--- config.mk ---
export PLATFORM = sky130hd
export DESIGN_NAME = instruction_decode_stage_flat
export DESIGN_NICKNAME = d
export VERILOG_FILES = /design/src/rtl/instruction_decode_stage_if.sv /design/src/rtl/instruction_decode_stage.sv /design/src/flat_wrapper.sv
export SDC_FILE = /design/constraint.sdc
export NUM_CORES = 1
export LEC_CHECK = 0
export BUFFER_PORTS_ARGS = -buffer_cell sky130_fd_sc_hd__buf_2
export CORE_ASPECT_RATIO = 1.1
export CORE_MARGIN = 2
export CORE_UTILIZATION = 60
export DETAILED_ROUTE_END_ITERATION = 8
export PLACE_DENSITY = 0.82
export SLEW_MARGIN = 20
export SYNTH_ARGS = -nofsm -noshare
export SYNTH_HDL_FRONTEND = slang
export SYNTH_SLANG_ARGS = --single-unit
export TNS_END_PERCENT = 50
--- constraint.sdc ---
create_clock -name clock -period 4.6 [get_ports clock]
set_input_delay 0.69 -clock clock [delete_from_list [all_inputs] [get_ports clock]]
set_output_delay 0.69 -clock clock [all_outputs]
set_load 0.1 [all_outputs]
--- src/rtl/instruction_decode_stage_if.sv ---
// Decode-stage bundle: fetch handshake, hazard controls, writeback port
// and the ID/EX outputs that feed the execute stage.
interface instruction_decode_stage_if #(
    parameter int DATA_WIDTH     = 20,
    parameter int REG_ADDR_WIDTH = 3
);
    logic                      inValid;
    logic [19:0]               instruction;
    logic                      idReady;
    logic                      stall;
    logic                      flush;
    logic                      wbEnable;
    logic [REG_ADDR_WIDTH-1:0] wbAddr;
    logic [DATA_WIDTH-1:0]     wbData;
    logic                      exValid;
    logic [1:0]                exControl;
    logic [DATA_WIDTH-1:0]     exOpA;
    logic [DATA_WIDTH-1:0]     exOpB;
    logic [REG_ADDR_WIDTH-1:0] exRd;
    logic                      exRegWrite;
    logic                      exBranch;
    logic                      illegalFlag;

    // Decode stage side: consumes fetch/writeback, produces ID/EX.
    modport master (
        input  inValid, instruction, stall, flush, wbEnable, wbAddr, wbData,
        output idReady, exValid, exControl, exOpA, exOpB, exRd,
               exRegWrite, exBranch, illegalFlag
    );

    // Environment side: fetch, hazard unit, writeback and execute.
    modport slave (
        output inValid, instruction, stall, flush, wbEnable, wbAddr, wbData,
        input  idReady, exValid, exControl, exOpA, exOpB, exRd,
               exRegWrite, exBranch, illegalFlag
    );
endinterface

--- src/rtl/instruction_decode_stage.sv ---
// Instruction decode stage: opcode decode, 2R/1W register file with
// writeback bypass, pending-write scoreboard, hazard detection and the
// ID/EX pipeline register.
module instruction_decode_stage #(
    parameter int DATA_WIDTH     = 20,
    parameter int REG_ADDR_WIDTH = 3
) (
    input  logic                         clock,
    input  logic                         reset,
    instruction_decode_stage_if.master   bus
);
    localparam int NUM_REGS = 2 ** REG_ADDR_WIDTH;

    typedef enum logic [3:0] {
        OP_ADD = 4'b0000,
        OP_OR  = 4'b0001,
        OP_AND = 4'b0010,
        OP_NOT = 4'b0011,
        OP_BEQ = 4'b0100,
        OP_NOP = 4'b1111
    } opcode_e;

    // Instruction fields
    logic [3:0]                opcode_s;
    logic [REG_ADDR_WIDTH-1:0] rd_s;
    logic [REG_ADDR_WIDTH-1:0] rs_s;
    logic [REG_ADDR_WIDTH-1:0] rt_s;

    assign opcode_s = bus.instruction[19:16];
    assign rd_s     = bus.instruction[15:13];
    assign rs_s     = bus.instruction[12:10];
    assign rt_s     = bus.instruction[9:7];

    // State
    logic [DATA_WIDTH-1:0]     rf_q [NUM_REGS];
    logic [NUM_REGS-1:0]       sb_q;
    logic [NUM_REGS-1:0]       sb_d;
    logic                      illegal_q;
    logic                      illegal_d;

    logic                      ex_valid_q,     ex_valid_d;
    logic [1:0]                ex_control_q,   ex_control_d;
    logic [DATA_WIDTH-1:0]     ex_opa_q,       ex_opa_d;
    logic [DATA_WIDTH-1:0]     ex_opb_q,       ex_opb_d;
    logic [REG_ADDR_WIDTH-1:0] ex_rd_q,        ex_rd_d;
    logic                      ex_reg_write_q, ex_reg_write_d;
    logic                      ex_branch_q,    ex_branch_d;

    // Decoded controls
    logic [1:0]                ctrl_s;
    logic                      reg_write_s;
    logic                      branch_s;
    logic                      uses_rt_s;
    logic                      illegal_s;

    logic [DATA_WIDTH-1:0]     rs_data_s;
    logic [DATA_WIDTH-1:0]     rt_data_s;
    logic                      rs_hazard_s;
    logic                      rt_hazard_s;
    logic                      hazard_s;
    logic                      accept_s;
    logic                      id_ready_s;

    // Opcode decode; unknown opcodes behave as nop and are flagged
    always_comb begin
        ctrl_s      = 2'b00;
        reg_write_s = 1'b0;
        branch_s    = 1'b0;
        uses_rt_s   = 1'b1;
        illegal_s   = 1'b0;
        case (opcode_s)
            OP_ADD: begin ctrl_s = 2'b00; reg_write_s = 1'b1; end
            OP_OR:  begin ctrl_s = 2'b01; reg_write_s = 1'b1; end
            OP_AND: begin ctrl_s = 2'b10; reg_write_s = 1'b1; end
            OP_NOT: begin ctrl_s = 2'b11; reg_write_s = 1'b1; uses_rt_s = 1'b0; end
            OP_BEQ: begin ctrl_s = 2'b00; branch_s = 1'b1; end
            OP_NOP: begin ctrl_s = 2'b00; end
            default: begin illegal_s = 1'b1; end
        endcase
    end

    // Read ports: r0 reads zero, a same-cycle writeback to the index is bypassed
    always_comb begin
        rs_data_s = '0;
        rt_data_s = '0;
        if (rs_s == '0) begin
            rs_data_s = '0;
        end else if (bus.wbEnable && (bus.wbAddr == rs_s)) begin
            rs_data_s = bus.wbData;
        end else begin
            rs_data_s = rf_q[rs_s];
        end
        if (rt_s == '0) begin
            rt_data_s = '0;
        end else if (bus.wbEnable && (bus.wbAddr == rt_s)) begin
            rt_data_s = bus.wbData;
        end else begin
            rt_data_s = rf_q[rt_s];
        end
    end

    // Hazard: a source is pending and is not being written back this cycle
    always_comb begin
        rs_hazard_s = (rs_s != '0) && sb_q[rs_s] &&
                      !(bus.wbEnable && (bus.wbAddr == rs_s));
        rt_hazard_s = uses_rt_s && (rt_s != '0) && sb_q[rt_s] &&
                      !(bus.wbEnable && (bus.wbAddr == rt_s));
        hazard_s    = bus.inValid && (rs_hazard_s || rt_hazard_s);
    end

    // Acceptance and ready: flush drops the instruction, stall/hazard hold fetch
    always_comb begin
        accept_s   = 1'b0;
        id_ready_s = 1'b1;
        if (bus.flush) begin
            id_ready_s = 1'b1;
        end else if (bus.stall || hazard_s) begin
            id_ready_s = 1'b0;
        end else begin
            accept_s   = bus.inValid;
            id_ready_s = 1'b1;
        end
    end

    // ID/EX next value: decoded instruction when accepted, otherwise an all-zero bubble
    always_comb begin
        ex_valid_d     = 1'b0;
        ex_control_d   = 2'b00;
        ex_opa_d       = '0;
        ex_opb_d       = '0;
        ex_rd_d        = '0;
        ex_reg_write_d = 1'b0;
        ex_branch_d    = 1'b0;
        if (accept_s) begin
            ex_valid_d     = 1'b1;
            ex_control_d   = ctrl_s;
            ex_opa_d       = rs_data_s;
            ex_opb_d       = rt_data_s;
            ex_rd_d        = rd_s;
            ex_reg_write_d = reg_write_s;
            ex_branch_d    = branch_s;
        end else begin
            ex_valid_d     = 1'b0;
        end
    end

    // Scoreboard and sticky illegal flag; a set overrides a same-cycle clear
    always_comb begin
        sb_d      = sb_q;
        illegal_d = illegal_q;
        if (bus.wbEnable) begin
            sb_d[bus.wbAddr] = 1'b0;
        end else begin
            sb_d = sb_q;
        end
        if (accept_s && reg_write_s && (rd_s != '0)) begin
            sb_d[rd_s] = 1'b1;
        end else begin
            sb_d[0] = 1'b0;
        end
        if (accept_s && illegal_s) begin
            illegal_d = 1'b1;
        end else begin
            illegal_d = illegal_q;
        end
    end

    // Pipeline register, scoreboard and flag state
    always_ff @(posedge clock or negedge reset) begin
        if (!reset) begin
            ex_valid_q     <= 1'b0;
            ex_control_q   <= 2'b00;
            ex_opa_q       <= '0;
            ex_opb_q       <= '0;
            ex_rd_q        <= '0;
            ex_reg_write_q <= 1'b0;
            ex_branch_q    <= 1'b0;
            sb_q           <= '0;
            illegal_q      <= 1'b0;
        end else begin
            ex_valid_q     <= ex_valid_d;
            ex_control_q   <= ex_control_d;
            ex_opa_q       <= ex_opa_d;
            ex_opb_q       <= ex_opb_d;
            ex_rd_q        <= ex_rd_d;
            ex_reg_write_q <= ex_reg_write_d;
            ex_branch_q    <= ex_branch_d;
            sb_q           <= sb_d;
            illegal_q      <= illegal_d;
        end
    end

    // Register file write port; register 0 is never written
    always_ff @(posedge clock or negedge reset) begin
        if (!reset) begin
            for (int i = 0; i < NUM_REGS; i++) begin
                rf_q[i] <= '0;
            end
        end else if (bus.wbEnable && (bus.wbAddr != '0)) begin
            rf_q[bus.wbAddr] <= bus.wbData;
        end
    end

    assign bus.idReady     = id_ready_s;
    assign bus.exValid     = ex_valid_q;
    assign bus.exControl   = ex_control_q;
    assign bus.exOpA       = ex_opa_q;
    assign bus.exOpB       = ex_opb_q;
    assign bus.exRd        = ex_rd_q;
    assign bus.exRegWrite  = ex_reg_write_q;
    assign bus.exBranch    = ex_branch_q;
    assign bus.illegalFlag = illegal_q;

endmodule

--- src/flat_wrapper.sv ---
// flat-port wrapper written by rule: the top's interface ports become plain ports
module instruction_decode_stage_flat 
#(
    parameter int DATA_WIDTH     = 20,
    parameter int REG_ADDR_WIDTH = 3
)
  (clock, reset, bus_inValid, bus_instruction, bus_stall, bus_flush, bus_wbEnable, bus_wbAddr, bus_wbData, bus_idReady, bus_exValid, bus_exControl, bus_exOpA, bus_exOpB, bus_exRd, bus_exRegWrite, bus_exBranch, bus_illegalFlag);
  instruction_decode_stage_if #(.DATA_WIDTH(DATA_WIDTH), .REG_ADDR_WIDTH(REG_ADDR_WIDTH)) bus_i ();
  input  logic clock;
  input  logic reset;
  input wire logic [$bits(bus_i.inValid)-1:0] bus_inValid;
  input wire logic [$bits(bus_i.instruction)-1:0] bus_instruction;
  input wire logic [$bits(bus_i.stall)-1:0] bus_stall;
  input wire logic [$bits(bus_i.flush)-1:0] bus_flush;
  input wire logic [$bits(bus_i.wbEnable)-1:0] bus_wbEnable;
  input wire logic [$bits(bus_i.wbAddr)-1:0] bus_wbAddr;
  input wire logic [$bits(bus_i.wbData)-1:0] bus_wbData;
  output wire logic [$bits(bus_i.idReady)-1:0] bus_idReady;
  output wire logic [$bits(bus_i.exValid)-1:0] bus_exValid;
  output wire logic [$bits(bus_i.exControl)-1:0] bus_exControl;
  output wire logic [$bits(bus_i.exOpA)-1:0] bus_exOpA;
  output wire logic [$bits(bus_i.exOpB)-1:0] bus_exOpB;
  output wire logic [$bits(bus_i.exRd)-1:0] bus_exRd;
  output wire logic [$bits(bus_i.exRegWrite)-1:0] bus_exRegWrite;
  output wire logic [$bits(bus_i.exBranch)-1:0] bus_exBranch;
  output wire logic [$bits(bus_i.illegalFlag)-1:0] bus_illegalFlag;
  assign bus_i.inValid = bus_inValid;
  assign bus_i.instruction = bus_instruction;
  assign bus_i.stall = bus_stall;
  assign bus_i.flush = bus_flush;
  assign bus_i.wbEnable = bus_wbEnable;
  assign bus_i.wbAddr = bus_wbAddr;
  assign bus_i.wbData = bus_wbData;
  assign bus_idReady = bus_i.idReady;
  assign bus_exValid = bus_i.exValid;
  assign bus_exControl = bus_i.exControl;
  assign bus_exOpA = bus_i.exOpA;
  assign bus_exOpB = bus_i.exOpB;
  assign bus_exRd = bus_i.exRd;
  assign bus_exRegWrite = bus_i.exRegWrite;
  assign bus_exBranch = bus_i.exBranch;
  assign bus_illegalFlag = bus_i.illegalFlag;
  instruction_decode_stage #(.DATA_WIDTH(DATA_WIDTH), .REG_ADDR_WIDTH(REG_ADDR_WIDTH)) u_core (.clock(clock), .reset(reset), .bus(bus_i));
endmodule
Yosys cells after proc, flatten, opt, wreduce, memory -nomap -nowiden:

Cells that the tools add are included.

* flip-flop bits (word level): 217
* logic and storage cells: 108

* magnitude comparators: 10
* equality and inequality tests: 7
* muxes and demuxes: 40
* bitwise logic cells: 6
* reduce and logical (&&, ||, !) cells: 28

Operators by type and width (count)
* $mux W20: 11
* $bwmux W160: 1
* $bmux W20 S3: 2
* $demux W20 S3: 1
* $lt A3 B4 Y1 const B: 4
* $mux W1: 16
* $logic_and A1 B1 Y1: 15
* $ge A4 B4 Y1 const B: 3
* $not A3 Y4: 3
* $reduce_bool A3 Y1: 4
* $and A8 B8 Y8: 1
* $eq A4 B2 Y1 const B: 2
* $mux W8: 1
* $not A8 Y8: 1
* $or A8 B8 Y8: 1
* $mux W7: 1
* $bmux W1 S3: 2
* $demux W1 S3: 2
* $eq A3 B3 Y1: 2
* $ge A3 B1 Y1 const B: 2
* $logic_not A3 Y1: 2
* $pmux W2 S3: 1
* $reduce_or A6 Y1: 1
* $eq A4 B1 Y1 const B: 1
* other kinds (9): 11

Depth between registers and ports, before layout:

* depth in word-level cells: 13
* mapped depth: 7
* depth with buffers taken out: 6

Worst setup path after synthesis:

Ideal clock, no wire load.

* path type: input-to-output
* start point: input port bus_instruction[11]
* end point: output port bus_idReady
* data arrival time: 2.985 ns
* data required time: 3.910 ns
* setup slack: 0.925 ns
* stages: 6
* path buffers: 1
* path through: clkbuf_1 xnor2_1 nand4_1 o2111ai_2 a21boi_0 o21bai_1

* word-level cells in the longest chain between the ends: 9

RTL lines
* from (decl): RTL line flat_wrapper.sv:12 `input wire logic [$bits(bus_i.instruction)-1:0] bus_instruction;`
* $bmux W1 S3 / $eq A3 B3 Y1 (equally long branches): RTL line instruction_decode_stage.sv:104, instruction_decode_stage.sv:105
* $mux W1 (implied by the code) / $logic_and A1 B1 Y1 (equally long branches): RTL line instruction_decode_stage.sv:104, instruction_decode_stage.sv:105
* $logic_and A1 B1 Y1 / $logic_not A1 Y1 (equally long branches): RTL line instruction_decode_stage.sv:104, instruction_decode_stage.sv:105
* $logic_and A1 B1 Y1 *: RTL line instruction_decode_stage.sv:104 `rs_hazard_s = (rs_s != '0) && sb_q[rs_s] &&`
* $logic_or A1 B1 Y1 *: RTL line instruction_decode_stage.sv:108 `hazard_s = bus.inValid && (rs_hazard_s || rt_hazard_s);`
* $logic_and A1 B1 Y1 *: RTL line instruction_decode_stage.sv:108
* $logic_or A1 B1 Y1 *: RTL line instruction_decode_stage.sv:117 `end else if (bus.stall || hazard_s) begin`
* $mux W1 *: RTL line instruction_decode_stage.sv:117
* $mux W1 *: RTL line instruction_decode_stage.sv:115 `if (bus.flush) begin`
* to (decl): RTL line flat_wrapper.sv:18 `output wire logic [$bits(bus_i.idReady)-1:0] bus_idReady;`

Every way passes the cells marked *; elsewhere a longest branch is shown, timed or not. The select of a mux whose other input is x is not followed.

Final worst setup path:

* start point: input port bus_instruction[10]
* end point: output port bus_idReady

The elaborated chain is that of the path after synthesis.

==> key figures <==
Outcome
  • Outcome: completed

Die
  • Ports: 99
  • Core area: 17500 um2
  • Die H: 144 um
  • Row cnt: 51
  • Initial core utilization: 0.608
  • Die area: 18900 um2
  • Die width: 131 um

Power and ir drop
  • Peak supply drop: 0.283 mV
  • Leak: 5.48 nW
  • PwrDens: 450 nW/um2
  • Pwr Total: 0.00543 W

Clock tree
  • CTS Sinks: 217
  • Post-CTS Hold Buffers: 0
  • TritonCTS clock tree: yes
  • Root buf cell: clkbuf_16
  • Clock Path Buffers: 3
  • Worst-path clk slew: 60 ps
  • TritonCTS Buffers: 23
  • PostCTS Resize Cnt: 0
  • H-tree depth: 1
  • Clk Latency, worst-skew pair: 510 ps
  • Post-CTS setup buffer count: 0

Timing
  • Highest Clock Rate: 0.296 GHz
  • Slew margin rel.: 0.315
  • RSZ-0062 raised after global routing: no
  • Pins over their slew limit: 0
  • Worst setup margin: 1230 ps
  • Worst-margin pin slew: 1020 ps
  • Setup Skew: 8.04 ps
  • Final setup viols: 0
  • Final worst path period need: 3370 ps
  • Hold Violations, Final: 0
  • Period utilization: 0.734
  • Setup TNS: 0 ps

Worst setup path
  • R2r setup slk: 2210 ps
  • Crit-path cells: buf_2 > mux2_2 > a2bb2oi_1 > o2111ai_2 > a21boi_0 > o21bai_1 > buf_2
  • Kind of cell adding the most delay to the critical path: buffers and inverters
  • Class of the most critical setup path: input port to output pin
  • CP Launch Type: input port
  • CP required: 3910 ps
  • CP bufs+invs: 2
  • Slowest stage delay, CP: 550 ps
  • Reg-to-reg startpoint: u_core.sb_q[1]$_DFF_PN0_
  • Worst Path Max Fanout: 22
  • Endpoint class of the critical path: output pin
  • Reg2reg end: u_core.sb_q[5]$_DFF_PN0_
  • Critical Path AT: 2680 ps
  • CP max-delay cell: buf_2
  • Cell count of the worst reg-to-reg path: 5
  • Top cell by count, worst path: buf_2

Detailed routing
  • # DRC: 0
  • Via Count: 6937
  • First-pass DRT Iterations: 5
  • Antenna-violating nets left: 0
  • Vias per std cell: 6.46
  • WL/cell: 23.7 um
  • Final WL: 25.4 mm
  • Iter 0 DRT Violations: 602

Global routing
  • All-Layer GR Usage: 0.275
  • First-pass GRT wire length: 40.2 mm
  • Total gr overflow: 0
  • Vias in the first global route: 7435
  • Initial antenna violation count: 1
  • Largest net degree at the start of global routing: 126

Synth
  • Mapped Area: 10700 um2
  • Ys Warns: 0
  • Average size of a mapped cell: 14.0 um2
  • Seq/Total Area, Yosys: 0.509
  • Cell taking the most area after synthesis: dfrtp_1
  • Post-synth top area share: 0.509
  • Most frequent cell after synthesis: dfrtp_1
  • Cells after synthesis: 763
  • Ys async rst share: 1.00
  • Synth top area cells: dfrtp_1 51%, mux4_2 17%, mux2_2 15%, mux2i_1 3.9%, nor3_1 2.1%
  • Synthesis-stage register bit count: 217
  • Post-synth cell types: 39
  • Top FF cell, synth: dfrtp_1
  • Post-synth EDFFs: 0
  • Synthesized net count: 812
  • Top cells by count, synth: 217 x dfrtp_1, 141 x mux2_2, 80 x mux4_2, 52 x clkbuf_1, 50 x nand2_1

Final layout
  • Final instance area: 12100 um2
  • Layout area overhead: 13.1%
  • Share of post-route cells with drive strength above 1: 0.448
  • Nets: 868

Placed design
  • Port-buffer cells: 91
  • DP Worst Slack: 1230 ps
  • Area after DPL: 11200 um2
  • DP Wirelength: 15.3 mm
  • Final Wtd Congestion: 0.827

Worst hold path
  • Worst min path class: input port to asynchronous set/reset pin

Flow run
  • # Max-Cap Violations: 0
==> placed cells by master (no fill, tap or decap), types with 3 or more instances in the layout <==
master,count
nand2b_1,4
mux4_2,80
bufinv_16,4
mux2i_1,42
nor2_1,8
dfrtp_1,217
clkbuf_1,6
o21ai_0,42
and3_1,3
nor3_1,43
nand2_1,50
clkbuf_8,3
clkinv_2,4
a21oi_1,3
inv_1,4
xnor2_1,6
clkbuf_16,23
buf_2,90
nand4_1,4
o21bai_1,3
o41ai_1,3
mux2_2,141
buf_4,19
nor2b_1,4
and2_1,4
==> worst reg2reg max path, cell delays in order, from the launching register on <==
cell       delay [ps]
dfrtp_1           410
mux2_1            300
a221o_1           320
o2111ai_2         140
nand3_4           550
o41ai_1           540
==> worst max path at each step <==
stage | startpoint | to | slack, ps | cells past startpoint
floorplan | bus_instruction[11] | bus_idReady | 930 | 6
global placement | bus_instruction[10] | bus_idReady | 1250 | 7
detailed placement | bus_instruction[10] | bus_idReady | 1230 | 7
CTS | bus_instruction[10] | bus_idReady | 1220 | 7
global route | bus_instruction[10] | bus_idReady | 1120 | 7
finish | bus_instruction[10] | bus_idReady | 1230 | 7
==> sequential cells by signal, indices dropped and copies added (netlist names) <==
register,cells
u_core.bus.exOpB,20
u_core.bus.exBranch,1
u_core.bus.exValid,1
u_core.bus.exOpA,20
u_core.bus.illegalFlag,1
u_core.bus.exRegWrite,1
u_core.rf_q,160
u_core.bus.exRd,3
u_core.bus.exControl,2
u_core.sb_q,8
==> routing by layer <==
metal / routed length [um] / vias up / global-route usage
met5: 0 / - / 0
met4: 712 / 0 / 0.109
met3: 1550 / 67 / 0.0459
met2: 13300 / 306 / 0.478
met1: 9820 / 3611 / 0.352
li1: - / 2953 / -
==> logic make-up after synthesis <==
kind of cell           count (synthesis)  share of synthesized area
AND/OR/NAND/NOR                      130                     0.0587
XOR/XNOR                               6                    0.00493
multiplexers                         264                      0.358
AO/OA/AOI/OAI                         62                     0.0361
flip-flops                           217                      0.509
buffers and inverters                 84                     0.0327
==> stage by stage <==
stage	hold slack, ps	utilization	instances
finish	66.0	0.687	1074
global route	78.5	0.687	1074
CTS	378	0.686	1072
detailed placement	382	0.641	1031
global placement	376	0.641	1031
floorplan	394	-	763
==> layout make-up <==
| type | instances | area [um2] |
|---|---|---|
| flip-flops and latches | 217 | 5430 |
| diodes | 1 | 2.50 |
| fillers | 1174 | 5490 |
| clock inverters | 10 | 156 |
| multi-input cells | 462 | 4900 |
| clock buffers | 31 | 626 |
| repair buffers | 111 | 634 |
| inverters | 4 | 15.0 |
| well taps | 238 | 298 |
==> power by group <==
group / switching (W) / total, W / internal (W) / leakage, nW
Combinational: 0.000518 / 0.00109 / 0.000576 / 2.35
Clock: 0.000746 / 0.00193 / 0.00118 / 0.382
Sequential: 0.000214 / 0.00241 / 0.00220 / 2.75
Power figures use the tool's default switching activity.
